<file path="config.mk">
export PLATFORM = sky130hd
export DESIGN_NAME = multi_channel_accumulator
export DESIGN_NICKNAME = d
export VERILOG_FILES = /design/src/rtl/multi_channel_accumulator.sv
export SDC_FILE = /design/constraint.sdc
export NUM_CORES = 1
export LEC_CHECK = 0
export ABC_AREA = 1
export BUFFER_PORTS_ARGS = -buffer_cell sky130_fd_sc_hd__clkbuf_2
export CAP_MARGIN = 20
export CORE_MARGIN = 2
export CORE_UTILIZATION = 53
export DETAILED_ROUTE_END_ITERATION = 16
export HOLD_SLACK_MARGIN = 0.02
export PLACE_DENSITY = 0.75
export SETUP_SLACK_MARGIN = 0.15
export SYNTH_ARGS = -nofsm -noshare
export SYNTH_HDL_FRONTEND = slang
export SYNTH_SLANG_ARGS = --single-unit
export TNS_END_PERCENT = 50
</file>
<file path="constraint.sdc">
create_clock -name clk -period 2.3 [get_ports clk]
set_input_delay 0.46 -clock clk [delete_from_list [all_inputs] [get_ports clk]]
set_output_delay 0.46 -clock clk [all_outputs]
set_load 0.005 [all_outputs]
</file>
<file path="src/rtl/multi_channel_accumulator.sv">
// Multi-channel session accumulator: sums strobed operands inside a load window and
// commits the result and merged attributes to one of CHANNELS result registers.
module multi_channel_accumulator #(
    parameter int DATA_WIDTH = 8,
    parameter int ATTR_WIDTH = 4,
    parameter int SIGN       = 0,
    parameter int OVERFLOW   = 1,
    parameter int CHANNELS   = 4,
    parameter int MAX_OPS    = 15,
    localparam int CH_W      = (CHANNELS > 1) ? $clog2(CHANNELS) : 1,
    localparam int OPC_W     = $clog2(MAX_OPS + 1)
) (
    input  logic                  clk,
    input  logic                  rst_n,
    input  logic                  signal_load,
    input  logic                  signal_init,
    input  logic                  signal_neg,
    input  logic                  signal_oe,
    input  logic [CH_W-1:0]       chan_sel,
    input  logic [DATA_WIDTH-1:0] data_in,
    input  logic [ATTR_WIDTH-1:0] attr_in,
    output logic [DATA_WIDTH-1:0] data_out,
    output logic [ATTR_WIDTH-1:0] attr_out,
    output logic                  result_valid,
    output logic                  overflow,
    output logic [OPC_W-1:0]      op_count,
    output logic                  busy
);

    typedef enum logic [1:0] {S_IDLE, S_ARMED, S_ACCUM, S_DONE} state_t;

    localparam logic [DATA_WIDTH-1:0] MAX_U = '1;
    localparam logic [DATA_WIDTH-1:0] MAX_S = {1'b0, {(DATA_WIDTH-1){1'b1}}};
    localparam logic [DATA_WIDTH-1:0] MIN_S = {1'b1, {(DATA_WIDTH-1){1'b0}}};

    state_t                r_state;
    state_t                w_nextState;
    logic [DATA_WIDTH-1:0] r_acc;
    logic [ATTR_WIDTH-1:0] r_attr;
    logic [OPC_W-1:0]      r_opCount;
    logic                  r_overflow;
    logic                  r_used;
    logic [CH_W-1:0]       r_chan;
    logic [DATA_WIDTH-1:0] r_chanReg  [CHANNELS];
    logic [ATTR_WIDTH-1:0] r_chanAttr [CHANNELS];
    logic [DATA_WIDTH-1:0] r_dataOut;
    logic [ATTR_WIDTH-1:0] r_attrOut;

    logic                  w_active;
    logic                  w_attempt;
    logic                  w_capture;
    logic                  w_excess;
    logic [DATA_WIDTH-1:0] w_baseVal;
    logic [DATA_WIDTH:0]   w_base;
    logic [DATA_WIDTH:0]   w_opnd;
    logic [DATA_WIDTH:0]   w_sum;
    logic                  w_oor;
    logic [DATA_WIDTH-1:0] w_limit;
    logic [DATA_WIDTH-1:0] w_result;

    assign w_active  = (r_state == S_ARMED) || (r_state == S_ACCUM);
    assign w_attempt = signal_load & signal_init & ~r_used & w_active;
    assign w_capture = w_attempt & (r_opCount < OPC_W'(MAX_OPS));
    assign w_excess  = w_attempt & ~w_capture;

    // The first operand of a session starts from zero, so ARMED gets the same range check as ACCUM.
    always_comb begin
        w_baseVal = (r_state == S_ARMED) ? '0 : r_acc;
        if (SIGN != 0) begin
            w_base = {w_baseVal[DATA_WIDTH-1], w_baseVal};
            w_opnd = {data_in[DATA_WIDTH-1], data_in};
        end else begin
            w_base = {1'b0, w_baseVal};
            w_opnd = {1'b0, data_in};
        end
        w_sum = signal_neg ? (w_base - w_opnd) : (w_base + w_opnd);
        if (SIGN != 0) begin
            w_oor   = w_sum[DATA_WIDTH] ^ w_sum[DATA_WIDTH-1];
            w_limit = w_sum[DATA_WIDTH] ? MIN_S : MAX_S;
        end else begin
            w_oor   = w_sum[DATA_WIDTH];
            w_limit = signal_neg ? '0 : MAX_U;
        end
        w_result = (w_oor && (OVERFLOW != 0)) ? w_limit : w_sum[DATA_WIDTH-1:0];
    end

    always_comb begin
        w_nextState = r_state;
        case (r_state)
            S_IDLE:  if (signal_load) w_nextState = S_ARMED;
            S_ARMED: begin
                if (!signal_load)   w_nextState = S_IDLE;
                else if (w_capture) w_nextState = S_ACCUM;
            end
            S_ACCUM: if (!signal_load) w_nextState = S_DONE;
            S_DONE:  w_nextState = S_IDLE;
            default: w_nextState = S_IDLE;
        endcase
    end

    always_ff @(posedge clk) begin
        if (!rst_n) begin
            r_state    <= S_IDLE;
            r_acc      <= '0;
            r_attr     <= '0;
            r_opCount  <= '0;
            r_overflow <= 1'b0;
            r_used     <= 1'b0;
            r_chan     <= '0;
            r_dataOut  <= '0;
            r_attrOut  <= '0;
            for (int i = 0; i < CHANNELS; i++) begin
                r_chanReg[i]  <= '0;
                r_chanAttr[i] <= '0;
            end
        end else begin
            r_state <= w_nextState;
            r_used  <= signal_init ? (r_used | w_attempt) : 1'b0;
            if ((r_state == S_IDLE) && signal_load) begin
                r_chan     <= chan_sel;
                r_acc      <= '0;
                r_attr     <= '0;
                r_opCount  <= '0;
                r_overflow <= 1'b0;
            end
            if (w_capture) begin
                r_acc     <= w_result;
                r_attr    <= r_attr | attr_in;
                r_opCount <= r_opCount + OPC_W'(1);
                if (w_oor) r_overflow <= 1'b1;
            end
            if (w_excess) r_overflow <= 1'b1;
            if ((r_state == S_DONE) && (int'(r_chan) < CHANNELS)) begin
                r_chanReg[r_chan]  <= r_acc;
                r_chanAttr[r_chan] <= r_attr;
            end
            // Readback samples the register file before this edge's commit, hence two cycles after DONE.
            if (signal_oe && (int'(chan_sel) < CHANNELS)) begin
                r_dataOut <= r_chanReg[chan_sel];
                r_attrOut <= r_chanAttr[chan_sel];
            end else begin
                r_dataOut <= '0;
                r_attrOut <= '0;
            end
        end
    end

    assign data_out     = r_dataOut;
    assign attr_out     = r_attrOut;
    assign result_valid = (r_state == S_DONE);
    assign overflow     = r_overflow;
    assign op_count     = r_opCount;
    assign busy         = w_active;

endmodule

</file>
==> impl_metrics.csv, run 1 <==
group,metric,value,unit
global_route,grt_overflow_total,0,
logic_synthesis,yosysWarnings,0,
finish,final_common_cell,"nor2_1",
finish,num-nets-final,583,
logic_synthesis,synth_area,4060,um^2
clock_tree,cts_buffers,9,
timing,max_freq,456,MHz
finish,final_cell_mix,"114 x nor2_1, 66 x nand2_1, 48 x edfxtp_1",
power,vdd_drop_max,0.431,mV
setup_path,path_class,"input pin to register",
finish,syn_to_final_growth,23.6,%
floorplanning,rows,31,
floorplanning,start_util,0.554,
setup_path,worstSetupEndpointType,"register",
logic_synthesis,synth_top_area_share,0.355,
power,switching_share,0.324,
setup_path,critical_path_peak_fanout,5,
finish,nFillCells,579,
power,pwr-share-comb,0.250,
finish,seq_area,2130,um^2
routing,wl_per_cell,14.2,um
setup_path,crit_arrival,2.48,ns
placed_design,port_buffers,38,
setup_path,cp-start-kind,"input pin",
routing,finalWirelength,9.23,mm
clock_tree,clk_pin_slew,0.09,ns
power,power,3.69,mW
floorplanning,core,7330,um^2
logic_synthesis,synth.area.top_cells,"edfxtp_1 36%, dfxtp_1 17%, nor2_1 11%, nand2_1 7.7%, ha_1 4.6%",
clock_tree,clk_latency,0.36,ns
timing,hold_viol,0,
clock_tree,clockBufferDepth,2,
timing,period_needed,2.19,ns
hold_path,hold_path_startpoint,"signal_init",
power,power_density,735,nW/um^2
routing,num_vias,3382,
power,pwr-share-seq,0.464,
status,status,"finished clean",
logic_synthesis,syn_inst,479,
power,pwr-share-clk,0.286,
logic_synthesis,synth_top_area_cell,"edfxtp_1",
routing,drtAntennaViolNets,0,
logic_synthesis,synth_seq_area_share,0.523,
global_route,grt_pass1_vias,3228,
routing,dr.pass1.iters,4,
clock_tree,clock_sink_count,82,
power,p_int,2.49,mW
setup_path,required,2.58,ns
global_route,antenna_found_initial,0,
logic_synthesis,synth_nets,515,
power,p_leak,2.02,nW
timing,holdWs,0.361,ns
setup_path,crit_start,"data_in[1]",
global_route,grt_pass1_wl,14.2,mm
clock_tree,ctsHtreeMaxLevel,3,
timing,rsz0062_at_grt,"yes",
hold_path,hold_path_class,"input pin to register",
timing,slew_viol_final,0,
timing,finClkSkew,0.0145,ns
finish,multiInputGateArea,1880,um^2
logic_synthesis,syn_avg_cell_area,8.47,um^2
floorplanning,die_h,91.5,um
logic_synthesis,ys_types,32,
clock_tree,clockRootBuffer,"clkbuf_8",
run,drv_cap,0,
finish,antenna_cells,0,
placed_design,gp_congestion,0.785,
clock_tree,ctsHoldBuffers,0,
global_route,grt_use_total,0.218,
floorplanning,io_pins,39,
power,power.switching,1.20,mW
finish,drive_gt1_frac,0.283,
timing,slew_headroom,0.610,
timing,setup_violations,0,
global_route,grt_max_degree,25,
timing,post-route-period-util,0.954,
routing,first_iter_violations,217,
clock_tree,tritoncts,"built",
placed_design,dp_hpwl,5.99,mm
floorplanning,die_width,91.5,um
logic_synthesis,ys_ff_latch,82,
routing,viasPerCell,5.20,
floorplanning,die_area,8370,um^2
routing,drcViolationCount,0,
timing,worstMarginPinSlew,0.584,ns
## routing by layer
metal / wire, um / GRT usage / up-vias
met2: 4830 / 0.376 / 100
li1: - / - / 1674
met4: 216 / 0.102 / 0
met1: 3700 / 0.255 / 1585
met3: 478 / 0.0539 / 23
met5: 0 / 0 / -
## path summary, 6_finish.rpt
check             slack [ns]  depth (start not counted)        to
setup / recovery        0.11                         17  r_acc[7]
hold / removal          0.36                          3    r_used
setup reg to reg        0.11                         14  r_acc[4]
hold reg to reg         0.48                          2  r_acc[0]
## power by group through the flow
stage               clock network (mW)  logic, mW  registers [mW]
CTS                               1.06      0.841            1.71
detailed placement                   0      0.779            1.74
floorplan                            0      0.566            1.72
global placement                     0      0.755            1.73
finish                            1.05      0.923            1.71
global route                      1.11       1.02            1.72
## synthesized netlist by cell type, drive strengths merged
library cell,count
or2,2
clkbuf,10
dfxtp,34
nand2,89
inv,47
xnor2,5
xor2,4
nand3,8
nor3,4
mux2i,1
o21ai,37
buf,8
ha,15
nand3b,3
nor2,117
clkinv,3
o31ai,1
nand4,2
o211ai,1
a21oi,39
edfxtp,48
fa,1
## state kept, by name (all words and copies together), names as in the netlist, named ones only
signal,cells
attr_out,4
data_out,8
op_count,4
overflow,1
r_acc,8
r_attr,4
r_chan,2
r_chanAttr,16
r_chanReg,32
r_state,1
r_used,1
## logic make-up after synthesis
kind of cell	after synthesis	synth area share
compound gates	78	0.108
xor+xnor	9	0.0194
fa+ha+maj	16	0.0512
simple gates	225	0.227
flops	82	0.523
buf+inv	68	0.0691
mux	1	0.00247
## area by class of cell
type	count	share of cell area
Clock inverter	6	0.0112
Clock buffer	10	0.0297
Inverter	50	0.0402
Tap cell	99	0.0247
Multi-Input combinational cell	330	0.376
Sequential cell	82	0.424
Timing Repair Buffer	74	0.0943
## per-stage QoR
stage / util / setup TNS [ns] / setup WS [ns] / cell area (um^2) / cells
2_1_floorplan: - / 0 / 0.0933 / 4120 / 479
3_3_place_gp: 0.618 / -1.65 / -0.189 / 4530 / 623
3_5_place_dp: 0.618 / -2.10 / -0.248 / 4530 / 623
4_1_cts: 0.660 / 0 / 0.113 / 4840 / 645
5_1_grt: 0.684 / -0.0791 / -0.0420 / 5010 / 651
6_report: 0.684 / 0 / 0.105 / 5010 / 651
## what timing repair did
action,CTS,global route
setup buffers,5,6
pin swaps,13,18
endpoints found under the setup margin,9,9
gates resized for setup,21,28
gates cloned,1,0
## critical path, stage by stage
cell and delay (ns):
buf_4 0.10, inv_1 0.05, ha_2 0.17, buf_4 0.13
a21oi_1 0.11, o21ai_0 0.09, o21ai_0 0.09, ha_1 0.32
a21oi_1 0.29, nand2_2 0.14, nand2_1 0.12, nand2_1 0.06
nand2_1 0.05, nand2_1 0.08, nand2_2 0.07, nand2_2 0.04
a21oi_2 0.10
Power figures use the tool's default switching activity.
==> inputs of run 2 (changes only) <==
- BUFFER_PORTS_ARGS: -buffer_cell sky130_fd_sc_hd__clkbuf_2 -> not set
- CORE_UTILIZATION: 53 -> 57
- DONT_BUFFER_PORTS: not set -> 1
==> run 2 against run 1 <==
Net effect: utilization down 1.5 points; clock power down 5%; die area down 6.7%; largest power group unchanged.
==> impl_metrics.csv, run 2 (synthesized netlist as in run 1, its figures left out) <==
group,metric,value,unit
global_route,gr-usage-met3,0.0606,
clock_tree,tritoncts,"built",
finish,num-nets-final,529,
clock_tree,cts_buffers,9,
routing,drtAntennaViolNets,0,
finish,largestRegisters,"r_chanReg: 32 flops, r_chanAttr: 16 flops",
timing,post-route-period-util,0.951,
hold_path,hold_path_startpoint,"rst_n",
routing,first_iter_violations,212,
floorplanning,rows,30,
setup_path,path_class,"register to register",
hold_path,hold_path_class,"input pin to register",
finish,final_common_cell,"nor2_1",
global_route,grt_overflow_total,0,
timing,setup_violations,0,
routing,drcViolationCount,0,
timing,worstMarginPinSlew,0.570,ns
run,drv_cap,0,
timing,finalSetupTns,0,ns
timing,holdWs,0.212,ns
placed_design,port_buffers,0,
global_route,grt_use_met1,0.273,
setup_path,cp-start-kind,"register",
status,status,"finished clean",
power,p_leak,1.77,nW
setup_path,worstSetupEndpointType,"register",
routing,num_vias,3099,
setup_path,crit_arrival,2.41,ns
floorplanning,die_area,7810,um^2
floorplanning,start_util,0.594,
global_route,grt_pass1_vias,3003,
finish,finalInstanceArea,4570,um^2
setup_path,required,2.52,ns
floorplanning,die_width,88.4,um
routing,wl_per_cell,13.7,um
global_route,grt_pass1_wl,13.6,mm
routing,dr.pass1.iters,4,
finish,antenna_cells,0,
global_route,antenna_found_initial,0,
power,power,3.51,mW
finish,final_cell_mix,"113 x nor2_1, 73 x nand2_1, 48 x edfxtp_1",
floorplanning,die_h,88.4,um
setup_path,critical_path_peak_fanout,5,
power,power_density,769,nW/um^2
finish,largest_reg_flops,32,
placed_design,dp_slack,-0.134,ns
clock_tree,clockRootBuffer,"clkbuf_8",
finish,largest-register,"r_chanReg",
floorplanning,core,6830,um^2
global_route,grt.busiest_layer,"met2",
hold_path,worstHoldPathCells,2,
timing,max_freq,457,MHz
clock_tree,ctsHtreeMaxLevel,3,
floorplanning,io_pins,39,
clock_tree,clk_latency,0.36,ns
global_route,grt_use_total,0.230,
placed_design,dp_hpwl,5.52,mm
clock_tree,ctsHoldBuffers,0,
routing,viasPerCell,5.22,
timing,period_needed,2.19,ns
placed_design,placed_area,4240,um^2
routing,finalWirelength,8.14,mm
timing,hold_viol,0,
clock_tree,clk_pin_slew,0.09,ns
timing,slew_viol_final,0,
timing,finalWorstSetupSlack,0.113,ns
clock_tree,clock_sink_count,82,
global_route,use_met2,0.405,
timing,rsz0062_at_grt,"yes",
setup_path,worst-r2r-cell-count,15,
power,vdd_drop_max,0.421,mV
finish,syn_to_final_growth,12.7,%
global_route,grt_max_degree,27,
placed_design,gp_congestion,0.845,
timing,finClkSkew,0.0150,ns
timing,slew_headroom,0.619,
finish,drive_gt1_frac,0.177,
clock_tree,clockBufferDepth,2,
finish,nFillCells,552,
[run 2: cell count changes in the layout (fill, tap and decap cells not counted), moves of 2 or more]
cell / delta
buf_4: -16
buf_6: -2
clkbuf_2: -36
clkinv_4: -3
ha_1: +4
ha_4: -3
inv_1: +2
nand2_1: +7
nand2_2: -7
[run 2: final cells by class]
class                   instances  area [um^2]  share of cell area
inverters                      50          196              0.0430
clock inverters                 7         70.1              0.0153
clock buffers                   9          124              0.0271
well taps                      96          120              0.0263
flip-flops and latches         82         2120               0.465
repair buffers                 20          150              0.0328
multi-input cells             330         1790               0.391
[run 2: path summary, 6_finish.rpt]
| check | endpoint | slack, ns |
|---|---|---|
| setup / recovery | r_acc[2] | 0.11 |
| setup reg to reg | r_acc[2] | 0.11 |
| hold reg to reg | r_acc[4] | 0.48 |
| hold / removal | register | 0.21 |
[run 2: critical path, stage by stage (launching register included)]
cell and delay [ns]:
dfxtp_2 0.35, inv_2 0.05, ha_4 0.16, or2_4 0.24
ha_4 0.16, fa_2 0.34, inv_2 0.08, nand2_2 0.05
nand2_2 0.08, nand3_4 0.08, nand2_4 0.10, nand2_4 0.07
nand2_4 0.11, nand2_1 0.06, nand2_1 0.07, a21oi_2 0.05
[run 2: what timing repair did]
item	in CTS	in global routing
cloned	1	0
resized for setup	6	17
setup buffers	4	3
setup endpoints to repair	9	9
hold endpoints to repair	0	0
pin swaps	5	7
[run 2: power by group]
part / leakage (nW) / switching, mW / internal (mW)
Clock: 0.0970 / 0.574 / 0.422
Sequential: 0.773 / 0.0520 / 1.65
Combinational: 0.899 / 0.505 / 0.317
[run 2: through the flow]
step / util / cells
2_1_floorplan: - / 479
3_3_place_gp: 0.621 / 570
3_5_place_dp: 0.621 / 570
4_1_cts: 0.658 / 591
5_1_grt: 0.669 / 594
6_report: 0.669 / 594
[run 2: routing by layer]
layer  part of all wire  vias to the layer above
met5                  0                        -
li1                   -                     1567
met4              0.014                        0
met2               0.50                      100
met1               0.42                     1420
met3              0.064                       12
==> inputs of run 3 (changes only) <==
- CORE_MARGIN: 2 -> not set
==> run 3 against run 2 <==
Net effect: power fell by 0.38%; combinational power down 5.8%; largest cell class unchanged; worst setup slack lost 0.0097 ns.
==> impl_metrics.csv, run 3 (synthesized netlist as in run 1, its figures left out) <==
group,metric,value,unit
finish,drive_gt1_frac,0.165,
power,pwr-share-clk,0.292,
timing,holdWs,0.222,ns
setup_path,slowest_delay,0.37,ns
routing,drcViolationCount,0,
floorplanning,io_pins,39,
setup_path,critical_path_peak_fanout,4,
finish,finalInstanceArea,4540,um^2
floorplanning,core,6830,um^2
timing,hold_viol,0,
setup_path,critPathBufInv,2,
finish,final_common_cell,"nor2_1",
placed_design,dp_slack,-0.0788,ns
setup_path,worstSetupEndpointType,"register",
clock_tree,clockRootBuffer,"clkbuf_8",
clock_tree,tritoncts,"built",
timing,slew_viol_final,0,
finish,num-nets-final,529,
clock_tree,clk_latency,0.35,ns
finish,syn_to_final_growth,12.0,%
placed_design,dp_hpwl,5.50,mm
status,status,"finished clean",
finish,largest_reg_flops,32,
finish,instances_no_fill,594,
setup_path,required,2.52,ns
setup_path,critPathSlowestCell,"fa_2",
placed_design,port_buffers,0,
power,pwr-share-seq,0.488,
setup_path,crit_arrival,2.41,ns
power,p_int,2.45,mW
floorplanning,die_h,86.4,um
power,p_leak,1.77,nW
clock_tree,ctsHtreeMaxLevel,3,
power,vdd_drop_max,0.549,mV
clock_tree,clockBufferDepth,2,
setup_path,path_class,"register to register",
routing,dr.pass1.iters,4,
setup_path,critical-path-top-delay-family,"simple AND/OR/NAND/NOR gates",
timing,worstMarginPinSlew,0.571,ns
finish,largest-register,"r_chanReg",
placed_design,placed_area,4260,um^2
global_route,antenna_found_initial,0,
routing,wl_per_cell,13.7,um
finish,seq_area,2130,um^2
floorplanning,die_width,86.4,um
clock_tree,cts_buffers,9,
routing,first_iter_violations,158,
run,drv_cap,0,
routing,num_vias,3134,
timing,finalWorstSetupSlack,0.103,ns
power,pwr-share-comb,0.221,
placed_design,gp_congestion,0.940,
hold_path,hold_path_startpoint,"rst_n",
floorplanning,start_util,0.594,
hold_path,hold_path_class,"input pin to register",
global_route,grt_pass1_wl,13.9,mm
timing,setup_violations,0,
routing,viasPerCell,5.28,
global_route,grt_pass1_vias,2970,
timing,slew_headroom,0.618,
timing,period_needed,2.20,ns
finish,multiInputGateArea,1750,um^2
power,power,3.50,mW
placed_design,placed_cells,572,
finish,final_core_utilization,0.665,
finish,nFillCells,584,
floorplanning,rows,30,
power,power.switching,1.06,mW
global_route,grt_use_total,0.245,
global_route,grt_max_degree,27,
routing,finalWirelength,8.12,mm
finish,antenna_cells,0,
clock_tree,clock_sink_count,82,
timing,post-route-period-util,0.955,
timing,max_freq,455,MHz
timing,finClkSkew,0.00696,ns
finish,final_cell_mix,"115 x nor2_1, 77 x nand2_1, 48 x edfxtp_1",
clock_tree,clk_pin_slew,0.08,ns
power,switching_share,0.302,
setup_path,cpMostUsedCell,"nand2_2",
setup_path,cp-start-kind,"register",
timing,finalSetupTns,0,ns
setup_path,crit_chain,"inv_2, ha_4, or2_4, ha_4, fa_2, inv_2, nand2_1, nand2_1, nand3_2, nand2_2, nand2_4, nand2_4, nand2_2, nand2_2, a21oi_2",
floorplanning,die_area,7460,um^2
routing,drtAntennaViolNets,0,
global_route,grt_overflow_total,0,
timing,rsz0062_at_grt,"yes",
finish,largestRegisters,"r_chanReg: 32 flops, r_chanAttr: 16 flops",
power,power_density,771,nW/um^2
-- run 3: timing repair --
item,CTS,global route
cloned,1,0
gates resized for setup,7,10
endpoints found under the setup margin,9,9
hold buffers,0,0
setup buffers,3,2
hold endpoints to repair,0,0
pin swaps,4,6
-- run 3: power by group through the flow --
stage / Combinational [mW] / Sequential [mW] / Clock, mW
after floorplan: 0.566 / 1.72 / 0
after CTS: 0.744 / 1.70 / 1.04
after global placement: 0.673 / 1.73 / 0
after detailed placement: 0.694 / 1.74 / 0
after global routing: 0.871 / 1.72 / 1.10
final: 0.773 / 1.71 / 1.02
-- run 3: area by class of cell --
type,instances,area share
clock buffers,9,0.0273
clock inverters,7,0.0151
inverters,50,0.0432
multi-input cells,330,0.386
flip-flops and latches,82,0.468
well taps,96,0.0264
repair buffers,20,0.0339
-- run 3: final timing paths --
check                                  to  slack (ns)  depth (start not counted)
worst min register to register  r_chan[0]        0.48                          2
worst min-delay path             register        0.22                          2
worst max-delay path             r_acc[4]        0.10                         15
worst max register to register   r_acc[4]        0.10                         15
-- run 3: metal layers --
| layer | vias up | global-route usage | routed length, um |
|---|---|---|---|
| met5 | - | 0 | 0 |
| met3 | 13 | 0.0495 | 491 |
| met1 | 1454 | 0.305 | 3550 |
| met2 | 96 | 0.424 | 3930 |
| met4 | 0 | 0.0879 | 147 |
| li1 | 1571 | - | - |
